$ cat src/rtl/voice_pkg.sv
// -----------------------------------------------------------------------------
// voice_pkg
// Shared types and widths for the voice allocator.
//   voice_state_t : per-voice lifecycle (IDLE / ACTIVE / RELEASE)
//   ctrl_state_t  : event controller FSM state (WAIT / LOOKUP / COMMIT)
//   slot_cmd_t    : command issued to one voice slot in the COMMIT cycle
// Optional feature macro used by the allocator: VOICE_STEAL_EN.
// -----------------------------------------------------------------------------
package voice_pkg;

  localparam int NOTE_W = 7;
  localparam int VEL_W  = 7;
  localparam int AGE_W  = 16;

  typedef enum logic [1:0] {
    V_IDLE    = 2'd0,
    V_ACTIVE  = 2'd1,
    V_RELEASE = 2'd2
  } voice_state_t;

  typedef enum logic [1:0] {
    C_WAIT   = 2'd0,
    C_LOOKUP = 2'd1,
    C_COMMIT = 2'd2
  } ctrl_state_t;

  // CMD_START covers fresh allocation, retrigger and steal alike: the slot
  // reloads note/velocity, goes ACTIVE, clears its age and pulses trig.
  typedef enum logic [1:0] {
    CMD_NONE    = 2'd0,
    CMD_START   = 2'd1,
    CMD_RELEASE = 2'd2
  } slot_cmd_t;

endpackage

$ cat src/rtl/voice_slot.sv
// -----------------------------------------------------------------------------
// voice_slot
// State of one synthesizer voice: lifecycle state, note, velocity, 16-bit
// saturating age and release hold counter.
// Ports:
//   clk, reset_n        : clock, asynchronous active-low reset
//   sample_tick         : one-clk pulse per audio sample
//   cmd, cmd_note,
//   cmd_vel             : command from the controller (valid in COMMIT only)
//   state_o, note_o,
//   vel_o, age_o        : current slot contents
//   trig_o              : one-clk pulse after a START command
// -----------------------------------------------------------------------------
module voice_slot
  import voice_pkg::*;
#(
  parameter int RELEASE_TICKS = 4800
) (
  input  logic                clk,
  input  logic                reset_n,
  input  logic                sample_tick,
  input  slot_cmd_t           cmd,
  input  logic [NOTE_W-1:0]   cmd_note,
  input  logic [VEL_W-1:0]    cmd_vel,
  output voice_state_t        state_o,
  output logic [NOTE_W-1:0]   note_o,
  output logic [VEL_W-1:0]    vel_o,
  output logic [AGE_W-1:0]    age_o,
  output logic                trig_o
);

  localparam int REL_W_RAW = $clog2(RELEASE_TICKS + 1);
  localparam int REL_W     = (REL_W_RAW < 1) ? 1 : REL_W_RAW;
  localparam logic [REL_W-1:0] REL_LOAD = REL_W'(RELEASE_TICKS);

  voice_state_t        state_q, state_d;
  logic [NOTE_W-1:0]   note_q, note_d;
  logic [VEL_W-1:0]    vel_q, vel_d;
  logic [AGE_W-1:0]    age_q, age_d;
  logic [REL_W-1:0]    rel_q, rel_d;
  logic                trig_q, trig_d;

  always_comb begin
    state_d = state_q;
    note_d  = note_q;
    vel_d   = vel_q;
    age_d   = age_q;
    rel_d   = rel_q;
    trig_d  = 1'b0;

    // Background activity driven by the sample clock.
    if (sample_tick && (age_q != '1)) begin
      age_d = age_q + 1'b1;
    end
    if (sample_tick && (state_q == V_RELEASE)) begin
      // A count of 1 means this tick takes it to zero; note/vel are kept.
      if (rel_q <= REL_W'(1)) begin
        rel_d   = '0;
        state_d = V_IDLE;
      end else begin
        rel_d = rel_q - 1'b1;
      end
    end

    // A controller command overrides the background update on the same edge.
    case (cmd)
      CMD_START: begin
        state_d = V_ACTIVE;
        note_d  = cmd_note;
        vel_d   = cmd_vel;
        age_d   = '0;
        rel_d   = '0;
        trig_d  = 1'b1;
      end
      CMD_RELEASE: begin
        state_d = V_RELEASE;
        rel_d   = REL_LOAD;
      end
      default: ;
    endcase
  end

  always_ff @(posedge clk or negedge reset_n) begin
    if (!reset_n) begin
      state_q <= V_IDLE;
      note_q  <= '0;
      vel_q   <= '0;
      age_q   <= '0;
      rel_q   <= '0;
      trig_q  <= 1'b0;
    end else begin
      state_q <= state_d;
      note_q  <= note_d;
      vel_q   <= vel_d;
      age_q   <= age_d;
      rel_q   <= rel_d;
      trig_q  <= trig_d;
    end
  end

  assign state_o = state_q;
  assign note_o  = note_q;
  assign vel_o   = vel_q;
  assign age_o   = age_q;
  assign trig_o  = trig_q;

endmodule

$ cat src/rtl/voice_allocator.sv
// -----------------------------------------------------------------------------
// voice_allocator
// Maps MIDI note-on / note-off events onto NUM_VOICES voice slots.
// Ports:
//   clk, reset_n               : clock, asynchronous active-low reset
//   sample_tick                : one-clk pulse per audio sample
//   ev_valid/ev_ready          : event handshake
//   ev_on, ev_note, ev_vel     : event payload (note-on with vel 0 = note-off)
//   voice_gate/busy/trig       : per-voice held / sounding / retrigger pulse
//   voice_note, voice_vel      : per-voice note and velocity, voice i at [7i+6:7i]
//   ev_dropped                 : one-clk pulse when a note-on finds no voice
//   dbg_state                  : controller FSM state, for observation only
// Optional feature: define VOICE_STEAL_EN to steal the oldest voice when none
// is idle; otherwise such a note-on is dropped.
//
// Handshake: an event transfers on a rising edge where ev_valid and ev_ready
// are both high. ev_ready is high only while the controller is in WAIT, and
// the payload is registered on that edge, so the source may change ev_* freely
// afterwards. The producer may hold ev_valid high; each event takes 3 clk.
// -----------------------------------------------------------------------------
module voice_allocator
  import voice_pkg::*;
#(
  parameter int NUM_VOICES    = 4,
  parameter int RELEASE_TICKS = 4800
) (
  input  logic                         clk,
  input  logic                         reset_n,
  input  logic                         sample_tick,
  input  logic                         ev_valid,
  output logic                         ev_ready,
  input  logic                         ev_on,
  input  logic [NOTE_W-1:0]            ev_note,
  input  logic [VEL_W-1:0]             ev_vel,
  output logic [NUM_VOICES-1:0]        voice_gate,
  output logic [NUM_VOICES-1:0]        voice_busy,
  output logic [NUM_VOICES-1:0]        voice_trig,
  output logic [NOTE_W*NUM_VOICES-1:0] voice_note,
  output logic [VEL_W*NUM_VOICES-1:0]  voice_vel,
  output logic                         ev_dropped,
  output ctrl_state_t                  dbg_state
);

  localparam int IDX_W = (NUM_VOICES > 1) ? $clog2(NUM_VOICES) : 1;

  // Per-slot views
  voice_state_t      slot_state [NUM_VOICES];
  logic [NOTE_W-1:0] slot_note  [NUM_VOICES];
  logic [VEL_W-1:0]  slot_vel   [NUM_VOICES];
  logic [AGE_W-1:0]  slot_age   [NUM_VOICES];
  slot_cmd_t         slot_cmd   [NUM_VOICES];

  // Controller registers
  ctrl_state_t       state_q, state_d;
  logic              ready_q, ready_d;
  logic              ev_on_q, ev_on_d;
  logic [NOTE_W-1:0] ev_note_q, ev_note_d;
  logic [VEL_W-1:0]  ev_vel_q, ev_vel_d;
  slot_cmd_t         lk_cmd_q, lk_cmd_d;
  logic [IDX_W-1:0]  lk_idx_q, lk_idx_d;
  logic              lk_drop_q, lk_drop_d;
  logic              dropped_q, dropped_d;

  // Lookup results (combinational on the registered event)
  logic              busy_hit, act_hit, idle_hit;
  logic [IDX_W-1:0]  busy_idx, act_idx, idle_idx, old_idx;
  logic [AGE_W-1:0]  old_age;
  logic              is_note_on;

  assign is_note_on = ev_on_q && (ev_vel_q != '0);

  always_comb begin
    busy_hit = 1'b0;
    busy_idx = '0;
    act_hit  = 1'b0;
    act_idx  = '0;
    idle_hit = 1'b0;
    idle_idx = '0;
    // Walk downwards so the last hit written is the lowest index.
    for (int i = NUM_VOICES - 1; i >= 0; i--) begin
      if ((slot_state[i] != V_IDLE) && (slot_note[i] == ev_note_q)) begin
        busy_hit = 1'b1;
        busy_idx = IDX_W'(i);
      end
      if ((slot_state[i] == V_ACTIVE) && (slot_note[i] == ev_note_q)) begin
        act_hit = 1'b1;
        act_idx = IDX_W'(i);
      end
      if (slot_state[i] == V_IDLE) begin
        idle_hit = 1'b1;
        idle_idx = IDX_W'(i);
      end
    end
  end

  // Oldest voice: strict greater-than keeps the lowest index on ties.
  always_comb begin
    old_idx = '0;
    old_age = '0;
    for (int i = 0; i < NUM_VOICES; i++) begin
      if (slot_age[i] > old_age) begin
        old_age = slot_age[i];
        old_idx = IDX_W'(i);
      end
    end
  end

  // Controller FSM: WAIT -> LOOKUP -> COMMIT -> WAIT
  always_comb begin
    state_d   = state_q;
    ev_on_d   = ev_on_q;
    ev_note_d = ev_note_q;
    ev_vel_d  = ev_vel_q;
    lk_cmd_d  = lk_cmd_q;
    lk_idx_d  = lk_idx_q;
    lk_drop_d = lk_drop_q;
    dropped_d = 1'b0;

    case (state_q)
      C_WAIT: begin
        if (ev_valid && ready_q) begin
          ev_on_d   = ev_on;
          ev_note_d = ev_note;
          ev_vel_d  = ev_vel;
          state_d   = C_LOOKUP;
        end
      end
      C_LOOKUP: begin
        lk_cmd_d  = CMD_NONE;
        lk_idx_d  = '0;
        lk_drop_d = 1'b0;
        if (is_note_on) begin
          if (busy_hit) begin
            lk_cmd_d = CMD_START;
            lk_idx_d = busy_idx;
          end else if (idle_hit) begin
            lk_cmd_d = CMD_START;
            lk_idx_d = idle_idx;
          end else begin
`ifdef VOICE_STEAL_EN
            lk_cmd_d = CMD_START;
            lk_idx_d = old_idx;
`else
            lk_drop_d = 1'b1;
`endif
          end
        end else if (act_hit) begin
          lk_cmd_d = CMD_RELEASE;
          lk_idx_d = act_idx;
        end
        state_d = C_COMMIT;
      end
      C_COMMIT: begin
        dropped_d = lk_drop_q;
        state_d   = C_WAIT;
      end
      default: state_d = C_WAIT;
    endcase

    // Registered so ready stays low throughout reset and rises on the first
    // edge after it.
    ready_d = (state_d == C_WAIT);
  end

  always_ff @(posedge clk or negedge reset_n) begin
    if (!reset_n) begin
      state_q   <= C_WAIT;
      ready_q   <= 1'b0;
      ev_on_q   <= 1'b0;
      ev_note_q <= '0;
      ev_vel_q  <= '0;
      lk_cmd_q  <= CMD_NONE;
      lk_idx_q  <= '0;
      lk_drop_q <= 1'b0;
      dropped_q <= 1'b0;
    end else begin
      state_q   <= state_d;
      ready_q   <= ready_d;
      ev_on_q   <= ev_on_d;
      ev_note_q <= ev_note_d;
      ev_vel_q  <= ev_vel_d;
      lk_cmd_q  <= lk_cmd_d;
      lk_idx_q  <= lk_idx_d;
      lk_drop_q <= lk_drop_d;
      dropped_q <= dropped_d;
    end
  end

  assign ev_ready   = ready_q;
  assign ev_dropped = dropped_q;
  assign dbg_state  = state_q;

  // Voice slots
  for (genvar g = 0; g < NUM_VOICES; g++) begin : g_slot
    logic slot_trig;

    assign slot_cmd[g] = ((state_q == C_COMMIT) && (lk_idx_q == IDX_W'(g)))
                         ? lk_cmd_q : CMD_NONE;

    voice_slot #(
      .RELEASE_TICKS (RELEASE_TICKS)
    ) u_slot (
      .clk         (clk),
      .reset_n     (reset_n),
      .sample_tick (sample_tick),
      .cmd         (slot_cmd[g]),
      .cmd_note    (ev_note_q),
      .cmd_vel     (ev_vel_q),
      .state_o     (slot_state[g]),
      .note_o      (slot_note[g]),
      .vel_o       (slot_vel[g]),
      .age_o       (slot_age[g]),
      .trig_o      (slot_trig)
    );

    assign voice_gate[g]                 = (slot_state[g] == V_ACTIVE);
    assign voice_busy[g]                 = (slot_state[g] != V_IDLE);
    assign voice_trig[g]                 = slot_trig;
    assign voice_note[NOTE_W*g +: NOTE_W] = slot_note[g];
    assign voice_vel[VEL_W*g +: VEL_W]    = slot_vel[g];
  end

endmodule

$ cat config.mk
export PLATFORM = sky130hd
export DESIGN_NAME = voice_allocator
export DESIGN_NICKNAME = d
export VERILOG_FILES = /design/src/rtl/voice_pkg.sv /design/src/rtl/voice_slot.sv /design/src/rtl/voice_allocator.sv
export SDC_FILE = /design/constraint.sdc
export NUM_CORES = 1
export LEC_CHECK = 0
export CAP_MARGIN = 15
export CORE_MARGIN = 4
export CORE_UTILIZATION = 51
export DETAILED_ROUTE_END_ITERATION = 12
export HOLD_SLACK_MARGIN = 0.05
export PLACE_DENSITY = 0.83
export SYNTH_ARGS = -nofsm -noshare
export SYNTH_HDL_FRONTEND = slang
export SYNTH_SLANG_ARGS = --single-unit
$ cat constraint.sdc
create_clock -name clk -period 2.5 [get_ports clk]
set_input_delay 0.625 -clock clk [delete_from_list [all_inputs] [get_ports clk]]
set_output_delay 0.625 -clock clk [all_outputs]
set_load 0.01 [all_outputs]
==> results by group <==
Placed design
  • Post-DP HPWL: 12600 um
  • Routability congestion estimate: 0.936
  • # port buffers: 90
  • Placed insts: 961

Detailed routing
  • Via density: 5.81
  • Drt wl/cell: 18.4 um
  • DR iter-0 viols: 497
  • Vias: 5773
  • DRT Pass-1 Iters: 5
  • DRC Markers: 0
  • Total wire length: 18200 um
  • Routed Antenna Nets: 0

STA
  • Max Clock Skew: 0.00720 ns
  • RSZ-0062 raised after global routing: false
  • Finish-stage setup viols: 0
  • Final Slew Violations: 0
  • Final cycle utilization of the critical path: 98.1%
  • Actual slew at the worst max-slew pin: 0.831 ns
  • Final Hold Fails: 0
  • Minimum clock period: 2.45 ns
  • Max Clk Rate: 0.408 GHz
  • Relative slew slack: 44.1%

Clocking
  • H-tree depth: 4
  • CTS clk-pin slew, worst paths: 0.06 ns
  • Deepest clock path buffer count: 2
  • CTS Buf Count: 17
  • TritonCTS clock tree: done
  • Cts hold-fix bufs: 0
  • CTS sink count: 144
  • Clk Latency, worst-skew pair: 0.43 ns
  • Root Driver: clkbuf_16

Synthesis
  • Post-Synthesis Cells: 693
  • Seq cells post-synth: 144
  • Post-Syn Nets: 728
  • Synth cell count leaders: dfrtp_1, mux2_2, nand2_1
  • Asr flop ratio synth: 100%
  • Post-synthesis average cell area: 10.3 um2
  • Mapped cell area: 7170 um2
  • Synth area leaders: dfrtp_1, mux2_2, o21ai_0
  • Synthesis Warnings: 0
  • Synth area leader: dfrtp_1
  • Synth Flop Type: dfrtp_1
  • Most numerous cell in the Yosys netlist: dfrtp_1
  • Synth cell types: 54
  • Post-synthesis sequential area ratio: 50.3%
  • Synth top area share: 50.3%
  • Number of enable flip-flop cells after synthesis: 0

Cells and area
  • Area grow syn2layout: 25.5%
  • Fill cell count: 970
  • Nets: 835
  • Antenna cells: 0
  • Final std cells w/o fill: 993
  • Share of cells above drive strength 1: 18.9%

GRT
  • Gr usage total: 23.7%
  • Largest net degree at the start of global routing: 62
  • Initial antenna violation count: 0
  • Vias in the first global route: 6021
  • First-pass GRT wire length: 30400 um
  • Total gr overflow: 0

Power
  • Sequential fraction of design power: 40.4%
  • Tot Pwr: 0.00957 W
  • Cell area power density: 1060 nW/um2
  • Sw Share: 36.4%
  • Internal power: 0.00608 W
  • Clock Power Share: 25.3%
  • Lkg Pwr: 3.89 nW
  • Switching power: 0.00349 W
  • Combinational Power Share: 34.3%
  • Peak VDD IR: 0.861 mV

Die
  • Top Ports: 91
  • DIE AREA: 16000 um2
  • Die width: 127 um
  • Height of the die: 127 um
  • Initial Utilization: 51.9%
  • Core Footprint: 13800 um2
  • Core Rows: 43

Critical path
  • Worst endpoint required time: 1.88 ns
  • Arrival @ worst endpoint: 1.83 ns
  • Setup crit end kind: output port
  • CP max FO: 4
  • CP Launch Type: flip-flop
  • Setup CP Type: reg2out

Run
  • Max_cap viols: 0

Worst hold path
  • Hold Crit Class: in2async

Status
  • Status: complete, no violations
[flip-flops by register name, summed over array words and instances, names as in the netlist]
register               count
g_slot.u_slot.state_o      8
g_slot.u_slot.vel_o       28
g_slot.u_slot.rel_q       52
g_slot.u_slot.note_o      28
lk_idx_q                   2
ev_ready                   1
lk_drop_q                  1
ev_dropped                 1
ev_vel_q                   7
ev_note_q                  7
g_slot.u_slot.trig_o       4
ev_on_q                    1
lk_cmd_q                   2
dbg_state                  2
[stage by stage]
step	setup TNS (ns)	hold slack [ns]	cell area, um2	utilization, %	setup slack (ns)
final	0	0.160	9000	65.1	0.0466
after global placement	0	0.449	8410	60.8	0.0588
after CTS	0	0.189	8980	65.0	0.0446
after detailed placement	-0.0135	0.468	8410	60.8	-0.0135
after floorplan	0	0.329	7170	-	0.231
after global routing	0	0.210	9000	65.1	0.00280
[layout by cell type (no fill, tap or decap), types with 4 or more instances in the layout]
master	count
a21boi_0	8
a21oi_1	26
a22o_1	4
a31oi_1	9
and2_1	5
buf_4	32
clkbuf_16	17
clkdlybuf4s50_1	89
clkinv_4	4
dfrtp_1	144
ha_1	14
inv_1	27
mux2_2	72
nand2_1	56
nand2b_1	12
nand3_1	17
nand3b_1	7
nand4_1	9
nor2_1	54
nor2b_1	17
nor3_1	27
nor4_1	11
o21ai_0	50
o31ai_1	5
or3_1	5
or4_1	4
xnor2_1	11
xor2_1	20
[area by class of cell]
class	count	area, um2	area share (%)
flip-flops and latches	144	3600	40.0
multi-input cells	487	3330	37.0
clock inverters	15	150	1.67
inverters	27	101	1.13
well taps	180	225	2.50
clock buffers	17	425	4.73
repair buffers	123	1160	12.9
[worst max-delay path: stages (launching register included)]
cell             delay (ns)
dfrtp_1                0.39
nor2b_1                0.39
clkdlybuf4s50_1        0.62
[cell families (layout without fill, tap and decap cells)]
group / count (synthesis) / after routing / share of synthesized area [%]
multiplexers: 75 / 75 / 11.8
adder cells (fa/ha/maj): 16 / 16 / 2.79
flip-flops: 144 / 144 / 50.3
buffers and inverters: 62 / 182 / 3.59
AND/OR/NAND/NOR: 243 / 243 / 17.3
AO/OA/AOI/OAI: 122 / 122 / 10.5
XOR/XNOR: 31 / 31 / 3.79
[path summary, 6_finish.rpt]
kind / from / to / slack, ns / cells past startpoint
max: g_slot[3].u_slot.state_o[0]$_DFFE_PN0P_ / voice_gate[3] / 0.05 / 2
min: reset_n / g_slot[1].u_slot.note_o[1]$_DFFE_PN0P_ / 0.16 / 1
max reg2reg: dbg_state[1]$_DFF_PN0_ / g_slot[3].u_slot.rel_q[10]$_DFFE_PN0P_ / 0.18 / 8
min reg2reg: g_slot[3].u_slot.rel_q[11]$_DFFE_PN0P_ / g_slot[3].u_slot.rel_q[11]$_DFFE_PN0P_ / 0.49 / 1
max in group asynchronous: reset_n / g_slot[2].u_slot.rel_q[9]$_DFFE_PN0P_ / 1.65 / 2
min in group clk: g_slot[3].u_slot.rel_q[11]$_DFFE_PN0P_ / g_slot[3].u_slot.rel_q[11]$_DFFE_PN0P_ / 0.49 / 1
[what timing repair did]
item,in CTS,in global routing
endpoints found under the setup margin,0,9
setup buffers,0,0
gates resized for setup,0,5
[routing by layer]
| layer | part of all wire, % | global-route usage, % | wire length [um] | vias to the layer above |
|---|---|---|---|---|
| met3 | 6.9 | 6.74 | 1260 | 56 |
| met4 | 2.8 | 10.0 | 520 | 0 |
| met2 | 51 | 40.9 | 9250 | 250 |
| met5 | 0 | 0 | 0 | - |
| li1 | - | - | - | 2656 |
| met1 | 40 | 27.7 | 7220 | 2811 |
[power by group through the flow]
| stage | registers (W) | logic [W] | clock network [W] |
|---|---|---|---|
| 4_1_cts | 0.00384 | 0.00327 | 0.00245 |
| 6_report | 0.00386 | 0.00328 | 0.00242 |
| 5_1_grt | 0.00396 | 0.00354 | 0.00256 |
| 3_5_place_dp | 0.00385 | 0.00321 | 0 |
| 3_3_place_gp | 0.00378 | 0.00308 | 0 |
| 2_1_floorplan | 0.00368 | 0.00179 | 0 |
No activity file was read; power rests on OpenSTA's default activity.
